**src/rtl/patch_kp_reader.sv**
```systemverilog
// Per-patch keypoint table: captures patch writes during a frame, then streams
// the qualifying entries out in ascending ID order and clears the table.
module patch_kp_reader #(
    parameter int NUM_PATCH = 100,
    parameter int MIN_SCORE = 1
) (
    input  logic        clk,
    input  logic        en,
    input  logic        wr_en,
    input  logic [6:0]  wr_id,
    input  logic [14:0] wr_score,
    input  logic [7:0]  wr_row,
    input  logic [8:0]  wr_col,
    input  logic        frame_end,
    output logic        kp_valid,
    input  logic        kp_ready,
    output logic [6:0]  kp_id,
    output logic [14:0] kp_score,
    output logic [7:0]  kp_row,
    output logic [8:0]  kp_col,
    output logic        scan_done,
    output logic [7:0]  kp_count,
    output logic        busy,
    output logic [7:0]  drop_cnt
);

    typedef enum logic [1:0] {
        ST_COLLECT = 2'd0,
        ST_SCAN    = 2'd1,
        ST_EMIT    = 2'd2,
        ST_CLEAR   = 2'd3
    } state_t;

    localparam logic [7:0]  NUM_PATCH_W = 8'(NUM_PATCH);
    localparam logic [6:0]  LAST_ID     = 7'(NUM_PATCH - 1);
    localparam logic [14:0] MIN_SC      = 15'(MIN_SCORE);

    state_t                 state_r;
    logic [6:0]             ptr_r;
    logic [7:0]             count_r;
    logic [NUM_PATCH-1:0]   valid_r;

    logic [14:0] score_mem [NUM_PATCH];
    logic [7:0]  row_mem   [NUM_PATCH];
    logic [8:0]  col_mem   [NUM_PATCH];

    logic        wr_accept_s;
    logic        wr_drop_s;
    logic [14:0] rd_score_s;
    logic [7:0]  rd_row_s;
    logic [8:0]  rd_col_s;
    logic        rd_ok_s;
    logic        last_s;

    // An entry is emitted only if it was written this frame and scores high enough
    function automatic logic entry_qualifies(input logic v, input logic [14:0] s);
        return v && (s >= MIN_SC);
    endfunction

    // Write acceptance and drop qualification
    always_comb begin
        wr_accept_s = wr_en && (state_r == ST_COLLECT) && ({1'b0, wr_id} < NUM_PATCH_W);
        wr_drop_s   = wr_en && (state_r != ST_COLLECT);
    end

    // Entry payload storage; contents are meaningless unless the valid bit is set
    always_ff @(posedge clk) begin
        if (wr_accept_s) begin
            score_mem[wr_id] <= wr_score;
            row_mem[wr_id]   <= wr_row;
            col_mem[wr_id]   <= wr_col;
        end
    end

    // Table read at the scan pointer
    always_comb begin
        rd_score_s = score_mem[ptr_r];
        rd_row_s   = row_mem[ptr_r];
        rd_col_s   = col_mem[ptr_r];
        rd_ok_s    = entry_qualifies(valid_r[ptr_r], rd_score_s);
        last_s     = (ptr_r == LAST_ID);
    end

    // Drop counter, saturating at its maximum
    always_ff @(posedge clk or negedge en) begin
        if (!en) begin
            drop_cnt <= 8'd0;
        end else if (wr_drop_s && (drop_cnt != 8'hFF)) begin
            drop_cnt <= drop_cnt + 8'd1;
        end
    end

    // Collect / scan / emit / clear sequencer with registered outputs
    always_ff @(posedge clk or negedge en) begin
        if (!en) begin
            state_r   <= ST_COLLECT;
            ptr_r     <= 7'd0;
            count_r   <= 8'd0;
            valid_r   <= '0;
            kp_valid  <= 1'b0;
            kp_id     <= 7'd0;
            kp_score  <= 15'd0;
            kp_row    <= 8'd0;
            kp_col    <= 9'd0;
            scan_done <= 1'b0;
            kp_count  <= 8'd0;
            busy      <= 1'b0;
        end else begin
            scan_done <= 1'b0;
            kp_count  <= 8'd0;
            if (wr_accept_s) begin
                valid_r[wr_id] <= 1'b1;
            end
            case (state_r)
                ST_COLLECT: begin
                    if (frame_end) begin
                        state_r <= ST_SCAN;
                        ptr_r   <= 7'd0;
                        count_r <= 8'd0;
                        busy    <= 1'b1;
                    end
                end
                ST_SCAN: begin
                    if (rd_ok_s) begin
                        kp_id    <= ptr_r;
                        kp_score <= rd_score_s;
                        kp_row   <= rd_row_s;
                        kp_col   <= rd_col_s;
                        kp_valid <= 1'b1;
                        state_r  <= ST_EMIT;
                    end else if (last_s) begin
                        state_r   <= ST_CLEAR;
                        scan_done <= 1'b1;
                        kp_count  <= count_r;
                    end else begin
                        ptr_r <= ptr_r + 7'd1;
                    end
                end
                ST_EMIT: begin
                    if (kp_ready) begin
                        kp_valid <= 1'b0;
                        count_r  <= count_r + 8'd1;
                        if (last_s) begin
                            state_r   <= ST_CLEAR;
                            scan_done <= 1'b1;
                            kp_count  <= count_r + 8'd1;
                        end else begin
                            ptr_r   <= ptr_r + 7'd1;
                            state_r <= ST_SCAN;
                        end
                    end
                end
                ST_CLEAR: begin
                    valid_r <= '0;
                    state_r <= ST_COLLECT;
                    busy    <= 1'b0;
                end
                default: begin
                    state_r  <= ST_COLLECT;
                    kp_valid <= 1'b0;
                    busy     <= 1'b0;
                end
            endcase
        end
    end

endmodule

```
**config.mk**
```make
export PLATFORM = sky130hd
export DESIGN_NAME = patch_kp_reader
export DESIGN_NICKNAME = d
export VERILOG_FILES = /design/src/rtl/patch_kp_reader.sv
export SDC_FILE = /design/constraint.sdc
export NUM_CORES = 2
export LEC_CHECK = 0
export CORE_ASPECT_RATIO = 1.75
export CORE_MARGIN = 4
export CORE_UTILIZATION = 55
export DETAILED_ROUTE_END_ITERATION = 16
export PLACE_DENSITY_LB_ADDON = 0.2
export SLEW_MARGIN = 20
export SYNTH_ARGS = -nofsm -noshare
export SYNTH_HDL_FRONTEND = slang
export SYNTH_SLANG_ARGS = --single-unit
```
**constraint.sdc**
```tcl
create_clock -name clk -period 8.2 [get_ports clk]
set_clock_uncertainty 0.15 [all_clocks]
set_input_delay 1.23 -clock clk [delete_from_list [all_inputs] [get_ports clk]]
set_output_delay 1.23 -clock clk [all_outputs]
set_load 0.05 [all_outputs]
```
== Word-level counts from Yosys, hierarchy flattened ==
Memory sizes are Yosys's and may differ from the RTL's. A register that Yosys moved wholly into a read port is not among the register bits.
Cells that the tools add are included.
Storage, ports and cells
  register bits: 158
  RAM bits: 3200
  word-level logic and storage cells: 90
  memories kept: 3
Memories
  score_mem: depth 100, width 15, read ports 1, clocked after Yosys merged registers in 0, write ports 1, RTL line 43  | logic [14:0] score_mem [NUM_PATCH];
  col_mem: depth 100, width 9, read ports 1, clocked after Yosys merged registers in 1, write ports 1, RTL line 45  | logic [8:0] col_mem [NUM_PATCH];
  row_mem: depth 100, width 8, read ports 1, clocked after Yosys merged registers in 1, write ports 1, RTL line 44  | logic [7:0] row_mem [NUM_PATCH];
Operators by class
  add/sub/neg operators: 3
  $lt $le $gt $ge: 5
  eq/ne operators: 10
  muxes and demuxes: 36
  bitwise operators: 1
  reduce and logical (&&, ||, !) cells: 21
Operators by type and width (number)
  100-bit 2-to-1 mux: 2
  100-bit bitwise OR: 1
  8-bit 2-to-1 mux: 6
  8-bit case mux with 2 select lines: 2
  7-bit 2-to-1 mux: 4
  7-bit case mux with 3 select lines: 1
  8-bit by 1-bit adder with 8-bit output, second input constant: 2
  7-bit by 8-bit less-than comparator with 1-bit output, second input constant: 2
  15-bit by 1-bit >= comparator with 1-bit output, second input constant: 1
  1-bit 2-to-1 mux: 10
  2-bit 2-to-1 mux: 5
  2-bit nonzero test: 5
  3-bit AND reduction: 3
  2-bit != test, second input constant: 4
  8-bit != test, second input constant: 1
  2-bit case mux with 4 select lines: 1
  7-bit by 1-bit adder with 7-bit output, second input constant: 1
  1-bit binary-select mux with 7-bit select: 1
  1-bit demux with 7-bit select: 1
  7-bit == test, second input constant: 1
  7-bit by 1-bit >= comparator with 1-bit output, second input constant: 1
  7-bit less-than comparator, second input constant: 1
  1-bit logical AND: 6
  1-bit case mux with 2 select lines: 3
  other kinds (8): 11

== Logic depth before layout (Yosys ltp) ==
  depth after elaboration: 7
  depth in mapped cells: 18
  depth with buffers taken out: 10

== Worst setup path before layout ==
No wires, ideal clock.
  path kind: in2reg
  start point: input port wr_id[2]
  end point: memory col_mem[57][0], enable pin
  library setup time: 0.423 ns
  arrival time: 3.526 ns
  data required time: 7.627 ns
  setup slack: 4.101 ns
  cell stages on the path: 4
  buffers on the path: 2
  path through: clkbuf_1 or3b_2 clkbuf_1 nor2_1
On the way
  longest elaborated chain between the ends: 4
Ends and longest elaborated chain
  start, declared: RTL line 10  | input logic [6:0] wr_id,
  7-bit less-than comparator: RTL line 62  | wr_accept_s = wr_en && (state_r == ST_COLLECT) && ({1'b0, wr_id} < NUM_PATCH_W);
  1-bit logical AND: RTL line 62
  1-bit 2-to-1 mux: RTL line 68  | if (wr_accept_s) begin
  1-bit 2-to-1 mux (not written as such): RTL line 71  | col_mem[wr_id] <= wr_col;
  end, declared: RTL line 45
Parallel ways exist; a longest one is shown, timed or not.

== Final worst setup path ==
  start point: register ptr_r[2]
  end point: register ptr_r[2]
On the way
  longest elaborated chain between the ends: 5
Ends and longest elaborated chain
  start, declared: RTL line 39  | logic [6:0] ptr_r;
  start signal, assigned: RTL line 136  | ptr_r <= ptr_r + 7'd1;
  start signal, assigned: RTL line 148  | ptr_r <= ptr_r + 7'd1;
  memory 100 x 15 bit / 1-bit binary-select mux with 7-bit select (equally long branches)
  15-bit by 1-bit >= comparator with 1-bit output / 1-bit 2-to-1 mux (equally long branches): RTL line 57, 80
  1-bit logical AND: RTL line 57  | return v && (s >= MIN_SC);
  2-bit != test (no source line)
  4-bit AND reduction (no source line)
Parallel ways exist; a longest one is shown, timed or not. The select of a mux whose other input is x is not followed.
A chain may end at the register's enable or synchronous reset.

==> flow_summary.ini <==
[clock_tree]
cts_buffer_depth = 4
cts_tree = built
htree_levels = 5
ctsHoldBuffers = 0
cts_resized = 0
cts.sinks = 3375
cts_setup_buffers = 0
cts_root_buf = clkbuf_16
cts_buffers = 294
clkTransAtPathRegs_ns = 0.07
insertion_delay_ns = 0.87

[die]
die-area_mm2 = 0.2442
std_cell_rows = 235
core_area_mm2 = 0.2346
start_util_pct = 55.34
ios = 102
die_x_um = 375.3
die_h_um = 650.8

[sta]
fmax_mhz = 154.6
setup_tns_ns = 0
fin_hold_ws_ns = 0.2399
rsz0062_at_grt = no
setup_viol = 0
hold_viol_final = 0
post-route-min-period_ns = 6.468
slew_headroom_pct = 20.61
finalCritPeriodShare_pct = 78.88
slew_violations = 0
worstMarginPinSlew_ns = 1.158

[cells_and_area]
syn2layout_area_growth_pct = 11.62
nNetsFinal = 6171
fill_cells = 15909
layout-drive-gt1-share_pct = 27.74
final_cell_mix = edfxtp_1, mux4_2, clkbuf_16
final_common_cell = edfxtp_1

[power]
peakVddDrop_uv = 236.1
p_switching_mw = 11.26
p_leak_nw = 45.61
combinationalPowerShare_pct = 21.1
swShare_pct = 27.11
p_seq_share_pct = 46.4
clkPwrFrac_pct = 32.5
intPower_mw = 30.29
powerDensity_mw_per_mm2 = 286.6

[setup_path]
r2r_start = ptr_r[2]
worstPathRequired_ns = 8.80
critPathCaptureType = flop
reg2reg_depth = 13
worst-endpoint-arrival_ns = 7.07
criticalPathCategory = reg -> reg
startpoint_type = flop
path_max_fanout = 44
worst-r2r-setup-slack_ns = 1.73
r2r_end = ptr_r[2]

[global_routing]
grt_max_degree = 124
grtUsageMet2_pct = 49.14
top_usage_layer = met2
track_usage_pct = 29.97
grt_pass1_vias = 64639
use_met3_pct = 5.151
grtUsageMet1_pct = 39.18
antenna_found_initial = 28
grt_overflow = 0
grt_pass1_wl_mm = 508.7

[yosys]
ys_warn_count = 0
synth_edf_count = 3200
postSynthAreaPerCell_um2 = 22.33
synth_cells = 5815
syn_area_mm2 = 0.1299
synth_flop_cell = edfxtp_1
yosysSeqAreaShare_pct = 77.37
synth_cell_types = 78
synthArstFlopShare_pct = 5.185
ys_seq_elements = 3375
syn-num-nets = 5866

[status]
status = complete, no violations

[drt]
vias_per_cell = 6.830
drtIter0Drc = 9526
drt_first_pass_iters = 8
detail-route-antenna-nets = 0
drc_errors = 0
vias = 64418
wirelength_mm = 364.3
avgRoutedWirePerCell_um = 38.63

[placed_design]
place_hpwl_mm = 211.5
portBuffers = 101
place_congestion = 0.9047

[hold_path]
hold_path_class = in -> async

[job]
cap_violations = 0
-- how the worst max path moves through the flow --
stage | to | depth (start not counted) | from | slack, ns
after detailed placement | ptr_r[2] | 13 | ptr_r[2] | 2.03
after global placement | ptr_r[2] | 13 | ptr_r[1] | 1.82
after global routing | kp_count[6] | 13 | ptr_r[0] | 1.68
after CTS | ptr_r[2] | 14 | ptr_r[0] | 1.99
after floorplan | col_mem[57][0] | 4 | wr_id[2] | 4.10
final | ptr_r[2] | 13 | ptr_r[2] | 1.73
-- synth_stat cells (all sizes together), types with 12 or more instances --
cell	n	area [um2]
a21o	14	105.1
a21oi	70	350.3
a221oi	18	157.7
a22oi	41	307.8
a311oi	19	166.4
a31oi	15	93.84
and3	12	75.07
buf	163	1025
clkbuf	163	611.8
dfrtp	175	4379
edfxtp	3200	96090
inv	14	52.55
mux2	56	630.6
mux2i	172	1722
mux4	882	19860
nand2	143	536.8
nand3	33	165.2
nor2	330	1239
nor2b	17	106.4
nor3	14	75.07
o21ai	31	155.1
o21ba	19	190.2
o221ai	30	262.8
o22ai	23	143.9
-- sequential cells by signal, summed over array words and instances (netlist names), 2 cells and up --
name       cells
col_mem      900
count_r        8
drop_cnt       8
kp_col         9
kp_count       8
kp_id          7
kp_row         8
kp_score      15
ptr_r          7
row_mem      800
score_mem   1500
state_r        2
valid_r      100
-- critical path: stages (launching register included) --
cell and delay (ns):
dfrtp_4 0.98, clkinv_2 0.81, buf_4 0.49, nand2_1 0.11
a21oi_1 0.07, nor4b_1 0.86, buf_4 0.24, o21bai_1 0.11
a222oi_1 0.15, or4_1 0.62, o311a_2 0.69, buf_4 0.39
o31a_1 0.35, a31o_1 0.19
-- power groups by stage --
stage | combinational, mW | sequential (mW) | clock (mW)
2_1_floorplan | 5.66 | 19.7 | 0
3_3_place_gp | 8.72 | 19.6 | 0
3_5_place_dp | 8.76 | 19.7 | 0
4_1_cts | 8.79 | 19.3 | 13.7
5_1_grt | 9.10 | 19.3 | 14.4
6_report | 8.75 | 19.3 | 13.5
-- final cells by class --
type                            count  area, um2  share of cell area, %
Clock inverter                    142       1186                 0.8183
Inverter                           17      73.82                0.05093
Multi-Input combinational cell   2097      28470                  19.64
Antenna cell                        9      22.52                0.01554
Sequential cell                  3375     100500                  69.33
Clock buffer                      375       7954                  5.487
Timing Repair Buffer              335       2893                  1.996
Tap cell                         3081       3855                  2.660
-- through the flow --
stage	setup slack, ns	cells	power, mW	utilization [%]	instance area [um2]
5_1_grt	1.675	9424	42.77	61.77	144900
6_report	1.732	9431	41.55	61.78	144900
3_3_place_gp	1.822	8903	28.36	57.84	135700
2_1_floorplan	4.101	5815	25.37	-	129900
3_5_place_dp	2.032	8903	28.41	57.84	135700
4_1_cts	1.989	9420	41.73	61.74	144900
-- layer usage --
metal	vias up	share of wire, %
met5	-	0.022
met4	12	6.0
met3	787	9.7
met2	4036	50
met1	34523	34
li1	25060	-
-- logic make-up (layout without fill, tap and decap cells) --
family                   after synthesis  count (layout)  synth area share (%)
flip-flops                          3375            3375                 77.37
XOR/XNOR                               7               7               0.04721
adder cells (fa/ha/maj)                7               7               0.06744
buffers and inverters                343             869                 1.309
AND/OR/NAND/NOR                      589             589                 1.915
other                                  0               9                     0
AO/OA/AOI/OAI                        384             384                 2.180
multiplexers                        1110            1110                 17.11
(Power assumes the default switching activity.)
